==> src/rtl/laser_pkg.sv <==
// rtl/laser_pkg.sv - shared types and default sizes for the laser sweep scheduler
package laser_pkg;

  localparam int COORD_W_DEF   = 4;
  localparam int CNT_W_DEF     = 6;
  localparam int NUM_PTS_DEF   = 40;
  localparam int MAX_PAIRS_DEF = 4;

  typedef enum logic [2:0] {
    S_IDLE,
    S_WAIT,
    S_UPDATE,
    S_PASS_END,
    S_FINISH
  } state_t;

  typedef enum logic {
    MOVE_C1 = 1'b0,
    MOVE_C2 = 1'b1
  } mover_t;

endpackage

==> src/rtl/laser_sweep_sched_if.sv <==
// rtl/laser_sweep_sched_if.sv - candidate evaluation req/ack channel to the coverage-count datapath
interface laser_sweep_sched_if #(
  parameter int COORD_W = 4,
  parameter int CNT_W   = 6
);
  logic               EVAL_REQ;
  logic               EVAL_ACK;
  logic [CNT_W-1:0]   EVAL_CNT;
  logic [COORD_W-1:0] CAND_X;
  logic [COORD_W-1:0] CAND_Y;
  logic [COORD_W-1:0] FIX_X;
  logic [COORD_W-1:0] FIX_Y;

  modport master (
    output EVAL_REQ, CAND_X, CAND_Y, FIX_X, FIX_Y,
    input  EVAL_ACK, EVAL_CNT
  );

  modport slave (
    input  EVAL_REQ, CAND_X, CAND_Y, FIX_X, FIX_Y,
    output EVAL_ACK, EVAL_CNT
  );
endinterface

==> src/rtl/laser_raster_cnt.sv <==
// rtl/laser_raster_cnt.sv - 2-D raster counter, X inner and Y outer, with last flag at (max,max)
module laser_raster_cnt #(
  parameter int COORD_W = 4
) (
  input  logic               CLK,
  input  logic               RST,
  input  logic               clear_i,
  input  logic               adv_i,
  output logic [COORD_W-1:0] x_o,
  output logic [COORD_W-1:0] y_o,
  output logic               last_o
);
  logic [COORD_W-1:0] x_q, x_d;
  logic [COORD_W-1:0] y_q, y_d;

  // next raster position: clear wins, Y steps when X wraps
  always_comb begin
    x_d = x_q;
    y_d = y_q;
    if (clear_i) begin
      x_d = '0;
      y_d = '0;
    end else if (adv_i) begin
      x_d = x_q + 1'b1;
      if (&x_q) y_d = y_q + 1'b1;
    end
  end

  // position registers
  always_ff @(posedge CLK or posedge RST) begin
    if (RST) begin
      x_q <= '0;
      y_q <= '0;
    end else begin
      x_q <= x_d;
      y_q <= y_d;
    end
  end

  assign x_o    = x_q;
  assign y_o    = y_q;
  assign last_o = (&x_q) & (&y_q);
endmodule

==> src/rtl/laser_sweep_sched.sv <==
// rtl/laser_sweep_sched.sv - alternating circle sweep scheduler; LASER_EARLY_EXIT_EN enables finish on full coverage
module laser_sweep_sched
  import laser_pkg::*;
#(
  parameter int COORD_W   = COORD_W_DEF,
  parameter int CNT_W     = CNT_W_DEF,
  parameter int NUM_PTS   = NUM_PTS_DEF,
  parameter int MAX_PAIRS = MAX_PAIRS_DEF
) (
  input  logic               CLK,
  input  logic               RST,
  input  logic               START,
  input  logic [COORD_W-1:0] SEED_X,
  input  logic [COORD_W-1:0] SEED_Y,
  laser_sweep_sched_if.master ev,
  output logic [COORD_W-1:0] C1X,
  output logic [COORD_W-1:0] C1Y,
  output logic [COORD_W-1:0] C2X,
  output logic [COORD_W-1:0] C2Y,
  output logic               DONE
);
  localparam int PAIR_W = $clog2(MAX_PAIRS + 1);
  localparam logic [CNT_W-1:0] FULL_CNT = CNT_W'(NUM_PTS);

  state_t             state_q, state_d;
  mover_t             mover_q, mover_d;
  logic [COORD_W-1:0] c1x_q, c1x_d, c1y_q, c1y_d;
  logic [COORD_W-1:0] c2x_q, c2x_d, c2y_q, c2y_d;
  logic [CNT_W-1:0]   best_q, best_d;
  logic [CNT_W-1:0]   cnt_q, cnt_d;
  logic [PAIR_W-1:0]  pair_q, pair_d;
  logic               improved_q, improved_d;
  logic               done_q;

  logic               rs_clr, rs_adv, rs_last;
  logic [COORD_W-1:0] rs_x, rs_y;
  logic               early_exit;

`ifdef LASER_EARLY_EXIT_EN
  assign early_exit = (cnt_q == FULL_CNT);
`else
  // full coverage is an ordinary improvement in this build
  logic unused_full_cnt;
  assign early_exit      = 1'b0;
  assign unused_full_cnt = ^FULL_CNT;
`endif

  laser_raster_cnt #(.COORD_W(COORD_W)) u_raster (
    .CLK     (CLK),
    .RST     (RST),
    .clear_i (rs_clr),
    .adv_i   (rs_adv),
    .x_o     (rs_x),
    .y_o     (rs_y),
    .last_o  (rs_last)
  );

  // next-state and datapath updates for the sweep FSM
  always_comb begin
    state_d    = state_q;
    mover_d    = mover_q;
    c1x_d      = c1x_q;
    c1y_d      = c1y_q;
    c2x_d      = c2x_q;
    c2y_d      = c2y_q;
    best_d     = best_q;
    cnt_d      = cnt_q;
    pair_d     = pair_q;
    improved_d = improved_q;
    rs_clr     = 1'b0;
    rs_adv     = 1'b0;
    case (state_q)
      S_IDLE: begin
        if (START) begin
          c1x_d      = '0;
          c1y_d      = '0;
          c2x_d      = SEED_X;
          c2y_d      = SEED_Y;
          best_d     = '0;
          pair_d     = '0;
          mover_d    = MOVE_C1;
          improved_d = 1'b0;
          rs_clr     = 1'b1;
          state_d    = S_WAIT;
        end
      end
      S_WAIT: begin
        if (ev.EVAL_ACK) begin
          cnt_d   = ev.EVAL_CNT;
          state_d = S_UPDATE;
        end
      end
      S_UPDATE: begin
        // strict compare keeps the first candidate on ties
        if (cnt_q > best_q) begin
          best_d     = cnt_q;
          improved_d = 1'b1;
          if (mover_q == MOVE_C1) begin
            c1x_d = rs_x;
            c1y_d = rs_y;
          end else begin
            c2x_d = rs_x;
            c2y_d = rs_y;
          end
        end
        if (early_exit) begin
          state_d = S_FINISH;
        end else if (rs_last) begin
          state_d = S_PASS_END;
        end else begin
          rs_adv  = 1'b1;
          state_d = S_WAIT;
        end
      end
      S_PASS_END: begin
        rs_clr = 1'b1;
        if (mover_q == MOVE_C1) begin
          mover_d = MOVE_C2;
          state_d = S_WAIT;
        end else begin
          pair_d = pair_q + 1'b1;
          if (!improved_q || (int'(pair_q) + 1 == MAX_PAIRS)) begin
            state_d = S_FINISH;
          end else begin
            improved_d = 1'b0;
            mover_d    = MOVE_C1;
            state_d    = S_WAIT;
          end
        end
      end
      S_FINISH: begin
        state_d = S_IDLE;
      end
      default: begin
        state_d = S_IDLE;
      end
    endcase
  end

  // state and search registers; DONE registered one cycle behind FINISH
  always_ff @(posedge CLK or posedge RST) begin
    if (RST) begin
      state_q    <= S_IDLE;
      mover_q    <= MOVE_C1;
      c1x_q      <= '0;
      c1y_q      <= '0;
      c2x_q      <= '0;
      c2y_q      <= '0;
      best_q     <= '0;
      cnt_q      <= '0;
      pair_q     <= '0;
      improved_q <= 1'b0;
      done_q     <= 1'b0;
    end else begin
      state_q    <= state_d;
      mover_q    <= mover_d;
      c1x_q      <= c1x_d;
      c1y_q      <= c1y_d;
      c2x_q      <= c2x_d;
      c2y_q      <= c2y_d;
      best_q     <= best_d;
      cnt_q      <= cnt_d;
      pair_q     <= pair_d;
      improved_q <= improved_d;
      done_q     <= (state_q == S_FINISH);
    end
  end

  // FIX reads the stationary circle register directly so improvements show at once
  assign ev.EVAL_REQ = (state_q == S_WAIT);
  assign ev.CAND_X   = rs_x;
  assign ev.CAND_Y   = rs_y;
  assign ev.FIX_X    = (mover_q == MOVE_C1) ? c2x_q : c1x_q;
  assign ev.FIX_Y    = (mover_q == MOVE_C1) ? c2y_q : c1y_q;
  assign C1X         = c1x_q;
  assign C1Y         = c1y_q;
  assign C2X         = c2x_q;
  assign C2Y         = c2y_q;
  assign DONE        = done_q;
endmodule

==> src/flat_wrapper.sv <==
// flat-port wrapper written by rule: the top's interface ports become plain ports
module laser_sweep_sched_flat import laser_pkg::*;
#(
  parameter int COORD_W   = COORD_W_DEF,
  parameter int CNT_W     = CNT_W_DEF,
  parameter int NUM_PTS   = NUM_PTS_DEF,
  parameter int MAX_PAIRS = MAX_PAIRS_DEF
)
  (CLK, RST, START, SEED_X, SEED_Y, C1X, C1Y, C2X, C2Y, DONE, ev_EVAL_REQ, ev_CAND_X, ev_CAND_Y, ev_FIX_X, ev_FIX_Y, ev_EVAL_ACK, ev_EVAL_CNT);
  laser_sweep_sched_if #(.COORD_W(COORD_W), .CNT_W(CNT_W)) ev_i ();
  input  logic CLK;
  input  logic RST;
  input  logic START;
  input  logic [COORD_W-1:0] SEED_X;
  input  logic [COORD_W-1:0] SEED_Y;
  output logic [COORD_W-1:0] C1X;
  output logic [COORD_W-1:0] C1Y;
  output logic [COORD_W-1:0] C2X;
  output logic [COORD_W-1:0] C2Y;
  output logic DONE;
  output wire logic [$bits(ev_i.EVAL_REQ)-1:0] ev_EVAL_REQ;
  output wire logic [$bits(ev_i.CAND_X)-1:0] ev_CAND_X;
  output wire logic [$bits(ev_i.CAND_Y)-1:0] ev_CAND_Y;
  output wire logic [$bits(ev_i.FIX_X)-1:0] ev_FIX_X;
  output wire logic [$bits(ev_i.FIX_Y)-1:0] ev_FIX_Y;
  input wire logic [$bits(ev_i.EVAL_ACK)-1:0] ev_EVAL_ACK;
  input wire logic [$bits(ev_i.EVAL_CNT)-1:0] ev_EVAL_CNT;
  assign ev_EVAL_REQ = ev_i.EVAL_REQ;
  assign ev_CAND_X = ev_i.CAND_X;
  assign ev_CAND_Y = ev_i.CAND_Y;
  assign ev_FIX_X = ev_i.FIX_X;
  assign ev_FIX_Y = ev_i.FIX_Y;
  assign ev_i.EVAL_ACK = ev_EVAL_ACK;
  assign ev_i.EVAL_CNT = ev_EVAL_CNT;
  laser_sweep_sched #(.COORD_W(COORD_W), .CNT_W(CNT_W), .NUM_PTS(NUM_PTS), .MAX_PAIRS(MAX_PAIRS)) u_core (.CLK(CLK), .RST(RST), .START(START), .SEED_X(SEED_X), .SEED_Y(SEED_Y), .ev(ev_i), .C1X(C1X), .C1Y(C1Y), .C2X(C2X), .C2Y(C2Y), .DONE(DONE));
endmodule
==> config.mk <==
export PLATFORM = sky130hd
export DESIGN_NAME = laser_sweep_sched_flat
export DESIGN_NICKNAME = d
export VERILOG_FILES = /design/src/rtl/laser_pkg.sv /design/src/rtl/laser_sweep_sched_if.sv /design/src/rtl/laser_raster_cnt.sv /design/src/rtl/laser_sweep_sched.sv /design/src/flat_wrapper.sv
export SDC_FILE = /design/constraint.sdc
export NUM_CORES = 1
export LEC_CHECK = 0
export BUFFER_PORTS_ARGS = -buffer_cell sky130_fd_sc_hd__buf_2
export CAP_MARGIN = 10
export CORE_UTILIZATION = 50
export DETAILED_ROUTE_END_ITERATION = 10
export PLACE_DENSITY_LB_ADDON = 0.12
export RECOVER_POWER = 100
export SLEW_MARGIN = 20
export SYNTH_ARGS = -nofsm -noshare
export SYNTH_HDL_FRONTEND = slang
export SYNTH_SLANG_ARGS = --single-unit
==> constraint.sdc <==
create_clock -name CLK -period 3.1 [get_ports CLK]
set_clock_uncertainty 0.05 [all_clocks]
set_input_delay 0.31 -clock CLK [delete_from_list [all_inputs] [get_ports CLK]]
set_output_delay 0.31 -clock CLK [all_outputs]
set_load 0.1 [all_outputs]
Word-level counts from Yosys, hierarchy flattened:

Cells that the tools add are included.

* eq/ne operators: 12
* add/subtract/negate cells: 4
* mux-type cells: 46
* reduce and logical (&&, ||, !) cells: 19
* magnitude comparators: 1
* bitwise gates (word level): 1

Operator list (number)
* 4-bit two-way mux: 18
* 32-bit by 4-bit equality test with 1-bit output, second input constant: 1
* 4-bit one-hot mux with 2 select lines: 4
* 3-bit two-way mux: 6
* 4-bit AND reduction: 4
* 6-bit two-way mux: 2
* 3-bit one-hot mux with 4 select lines: 1
* 6-bit one-hot mux with 2 select lines: 1
* 1-bit two-way mux: 9
* 4-bit by 1-bit adder with 4-bit output, second input constant: 2
* 2-bit by 1-bit != test with 1-bit output, second input constant: 4
* 2-bit AND reduction: 4
* 2-bit nonzero test: 4
* 3-bit by 2-bit equality test with 1-bit output, second input constant: 2
* 6-bit greater-than comparator: 1
* 2-bit != test, second input constant: 3
* 3-bit one-hot mux with 2 select lines: 1
* 3-bit AND reduction: 2
* 5-bit AND reduction: 1
* 3-bit by 1-bit adder with 4-bit output, second input constant: 1
* 1-bit one-hot mux with 2 select lines: 2
* 3-bit by 1-bit adder with 3-bit output, second input constant: 1
* 3-bit by 1-bit equality test with 1-bit output, second input constant: 1
* 3-bit equality test, second input constant: 1
* other kinds (7): 7

* word-level logic and storage cells: 96
* bits of input ports: 18
* flip-flop bits (word level): 45

Depth between registers and ports, before layout:

* word-level depth: 6
* mapped depth: 8
* gate-level depth less buffers: 7

Modules after synthesis:

Synthesis repeated with hierarchy kept, for this count alone.

* cells, all modules: 200
* area, all modules: 2342.2 µm²

Modules (own cells, without submodules)
* laser_sweep_sched: times used 1, cells an instance 162, sequential area each 925.9 µm², area each 1945.6 µm²
* laser_raster_cnt: times used 1, cells an instance 38, sequential area each 200.2 µm², area each 396.6 µm²

Worst setup path after synthesis:

No wires, ideal clock.

* kind: register -> output
* from: reg u_core.state_q[2]
* to: out ev_EVAL_REQ
* cell stages (with the launch flop): 4
* path slack: -0.139 ns
* required time: 2.740 ns
* arrival time: 2.879 ns
* path through: dfrtp_1 -> buf_6 -> clkbuf_1 -> nor3b_1

* word-level cells in the longest chain between the ends: 1

Ends and longest elaborated chain
* start: declaration: line laser_sweep_sched.sv:25 `state_t state_q, state_d;`
* start signal: assignment: line laser_sweep_sched.sv:155 `state_q <= state_d;`
* 3-bit by 1-bit equality test with 1-bit output: line laser_sweep_sched.sv:170 `assign ev.EVAL_REQ = (state_q == S_WAIT);`
* end: declaration: line flat_wrapper.sv:21 `output wire logic [$bits(ev_i.EVAL_REQ)-1:0] ev_EVAL_REQ;`

Every way passes these cells.

Final worst setup path:

* from: reg u_core.state_q[2]
* to: reg u_core.c2y_q[0], in the netlist u_core.C2Y[0]

* word-level cells in the longest chain between the ends: 3
* elaborated cells on any way between the ends: 8
* classes of those cells: eq/ne (4); mux (1); reduce/logical (3)

Ends and longest elaborated chain
* 3-bit by 2-bit equality test with 1-bit output or 3-bit zero test (tied branches): line laser_sweep_sched.sv:72 `case (state_q)`
* 2-bit by 1-bit != test with 1-bit output (no line), or another cell as far along
* 4-bit AND reduction (no line)
* end signal: assignment: line laser_sweep_sched.sv:160 `c2y_q <= c2y_d;`
* end: declaration: line laser_sweep_sched.sv:28 `logic [COORD_W-1:0] c2x_q, c2x_d, c2y_q, c2y_d;`

Parallel ways exist; a longest one is shown, timed or not.
A chain may end at the register's enable or synchronous reset.

==> results.json <==
{
  "antenna_found_initial": 0,
  "synth_top_cell_by_area": "dfrtp_1",
  "cts_tree": "yes",
  "ctsResizeCount": 0,
  "clk_pin_slew_ps": 90,
  "hold_buffers": 0,
  "crit_required_ps": 3290,
  "synthFlopType": "dfrtp_1",
  "cp_top_family": "compound AO/OA/AOI/OAI gates",
  "crit_slowest_cell": "o21ai_0",
  "setup_violations": 0,
  "start_util": 0.517,
  "crit_path_end_kind": "register",
  "fp.dieH_um": 69.1,
  "fin_tns_setup_ps": 0,
  "postCtsSetupRepairBufs": 0,
  "grt_pass1_wl_um": 8680,
  "status": "finished, violations left",
  "drtPass1Iterations": 4,
  "drv_cap": 0,
  "vias_per_cell": 5.52,
  "ys_ff_latch": 45,
  "vias": 1756,
  "routedWlPerCell_um": 15.6,
  "syn_nets": 246,
  "gr-total-overflow": 0,
  "maxSlewHeadroom": 0.105,
  "crit_chain": "or3b_1, o21ba_1, o31ai_1, o21ai_0, o221a_2",
  "critPathBufInv": 0,
  "max-clock-path-buffers": 2,
  "synth_top_cell_area_share": 0.500,
  "track_usage": 0.231,
  "min_period_over_period": 0.824,
  "rows": 24,
  "r2r_end": "u_core.C2Y[0]",
  "whs_ps": -10.8,
  "numCtsBuffers": 5,
  "grt_max_degree": 26,
  "core_area_mm2": 0.00435,
  "min_path_type": "primary input to asynchronous set/reset pin",
  "r2r_start": "u_core.state_q[2]",
  "post-dp-hpwl_um": 3500,
  "drive_above_1_share": 0.180,
  "finalMaxSlewViolations": 0,
  "dr.first_iter.drc_count": 82,
  "synth_warnings": 0,
  "violations": "negative hold slack",
  "ys_top_cells_by_area": "dfrtp_1 (50%), mux2_2 (6.5%), ha_1 (5.0%)",
  "path_class": "register to register",
  "cts-htree-levels": 2,
  "drc": 0,
  "slowest_delay_ps": 690,
  "clock_sinks": 45,
  "reg2reg_depth": 5,
  "dieArea_mm2": 0.00477,
  "nets": 293,
  "antennaDiodeCount": 0,
  "portBuffers": 51,
  "drtAntennaViolNets": 0,
  "fin_util": 0.589,
  "syn_inst": 219,
  "final.min_clock_period_ps": 2550,
  "syn_area_per_cell_um2": 10.3,
  "syn_to_final_growth_pct": 14.0,
  "io_pins": 52,
  "async_reset_ff_frac": 1.00,
  "tightest_slew_ps": 1340,
  "synthesis.area_mm2": 0.00225,
  "yosysSeqAreaShare": 0.500,
  "arrival_ps": 2740,
  "clock_latency_ps": 300,
  "clock-root-buffer": "clkbuf_8",
  "rsz0062_at_grt": "false",
  "fmax_mhz": 392,
  "dieWidth_um": 69.1,
  "wl_um": 4960,
  "layout_common_cells": "dfrtp_1 (45), clkbuf_1 (36), nand2_1 (26)",
  "grt_pass1_vias": 1792,
  "finalWeightedCongestion": 0.775,
  "reg2reg_slack_ps": 550,
  "synth_edf_count": 0,
  "ys_types": 41,
  "layout_commonest_cell": "dfrtp_1",
  "cp_max_fo": 19,
  "hold_viol_final": 7,
  "startpoint_type": "register"
}
[cell families after synthesis]
| family | after synthesis | synth area share |
|---|---|---|
| compound gates | 46 | 0.145 |
| xor+xnor | 5 | 0.0195 |
| fa+ha+maj | 9 | 0.0500 |
| buf+inv | 24 | 0.0461 |
| flops | 45 | 0.500 |
| mux | 15 | 0.0739 |
| simple gates | 75 | 0.166 |
[cell type report]
type / count / area (um^2)
inverter: 11 / 41.3
sequential: 45 / 1130
clock buffer: 7 / 86.3
fill: 398 / 1790
tap: 52 / 65.1
timing repair buffer: 53 / 224
multi-input combinational: 150 / 1020
[state kept, by name, summed over array words and instances (netlist names)]
signal	cells
u_core.C1X	4
u_core.C1Y	4
u_core.C2X	4
u_core.C2Y	4
u_core.DONE	1
u_core.best_q	6
u_core.cnt_q	6
u_core.improved_q	1
u_core.mover_q	1
u_core.pair_q	3
u_core.state_q	3
u_core.u_raster.x_o	4
u_core.u_raster.y_o	4
[through the flow]
step / setup slack, ps / std cells / hold slack [ps] / area (um^2)
global placement: 821 / 311 / 329 / 2530
detailed placement: 804 / 311 / 336 / 2530
floorplan: 482 / 219 / 377 / 2260
global route: 420 / 318 / 38.1 / 2570
CTS: 779 / 318 / 14.7 / 2620
finish: 546 / 318 / -10.8 / 2570
[synthesized netlist by cell type (all sizes together) (2+ instances only)]
cell type and n:
a21oi 5, buf 7, xor2 3, or3 10, a21o 3, inv 11
a31oi 2, clkbuf 6, mux2i 2, mux2 13, nand3 11, nand2b 3
nor2 13, dfrtp 45, o221a 8, xnor2 2, o21ai 16, nand4 2
o21bai 2, nand2 26, ha 9, o31ai 6
[layer usage]
metal / part of all wire / track usage / up-vias
met5: 0 / 0 / -
met4: 0.011 / 0.0635 / 0
met3: 0.040 / 0.0497 / 5
met2: 0.46 / 0.370 / 40
met1: 0.49 / 0.318 / 834
li1: - / - / 877
[worst max-delay path by stage]
| stage | start | end | slack, ps | depth (start not counted) |
|---|---|---|---|---|
| floorplan | u_core.u_raster.x_o[0] | u_core.u_raster.y_o[3] | 480 | 6 |
| global placement | u_core.state_q[2] | u_core.u_raster.y_o[3] | 820 | 4 |
| detailed placement | u_core.state_q[2] | u_core.u_raster.y_o[3] | 800 | 4 |
| CTS | u_core.state_q[2] | u_core.u_raster.y_o[3] | 780 | 4 |
| global route | u_core.state_q[2] | u_core.C2X[0] | 420 | 5 |
| finish | u_core.state_q[2] | u_core.C2Y[0] | 550 | 5 |
Power is left out: the tool's default activity adds up to more than one toggle a clock period on the data nets, which glitch-free logic cannot reach.
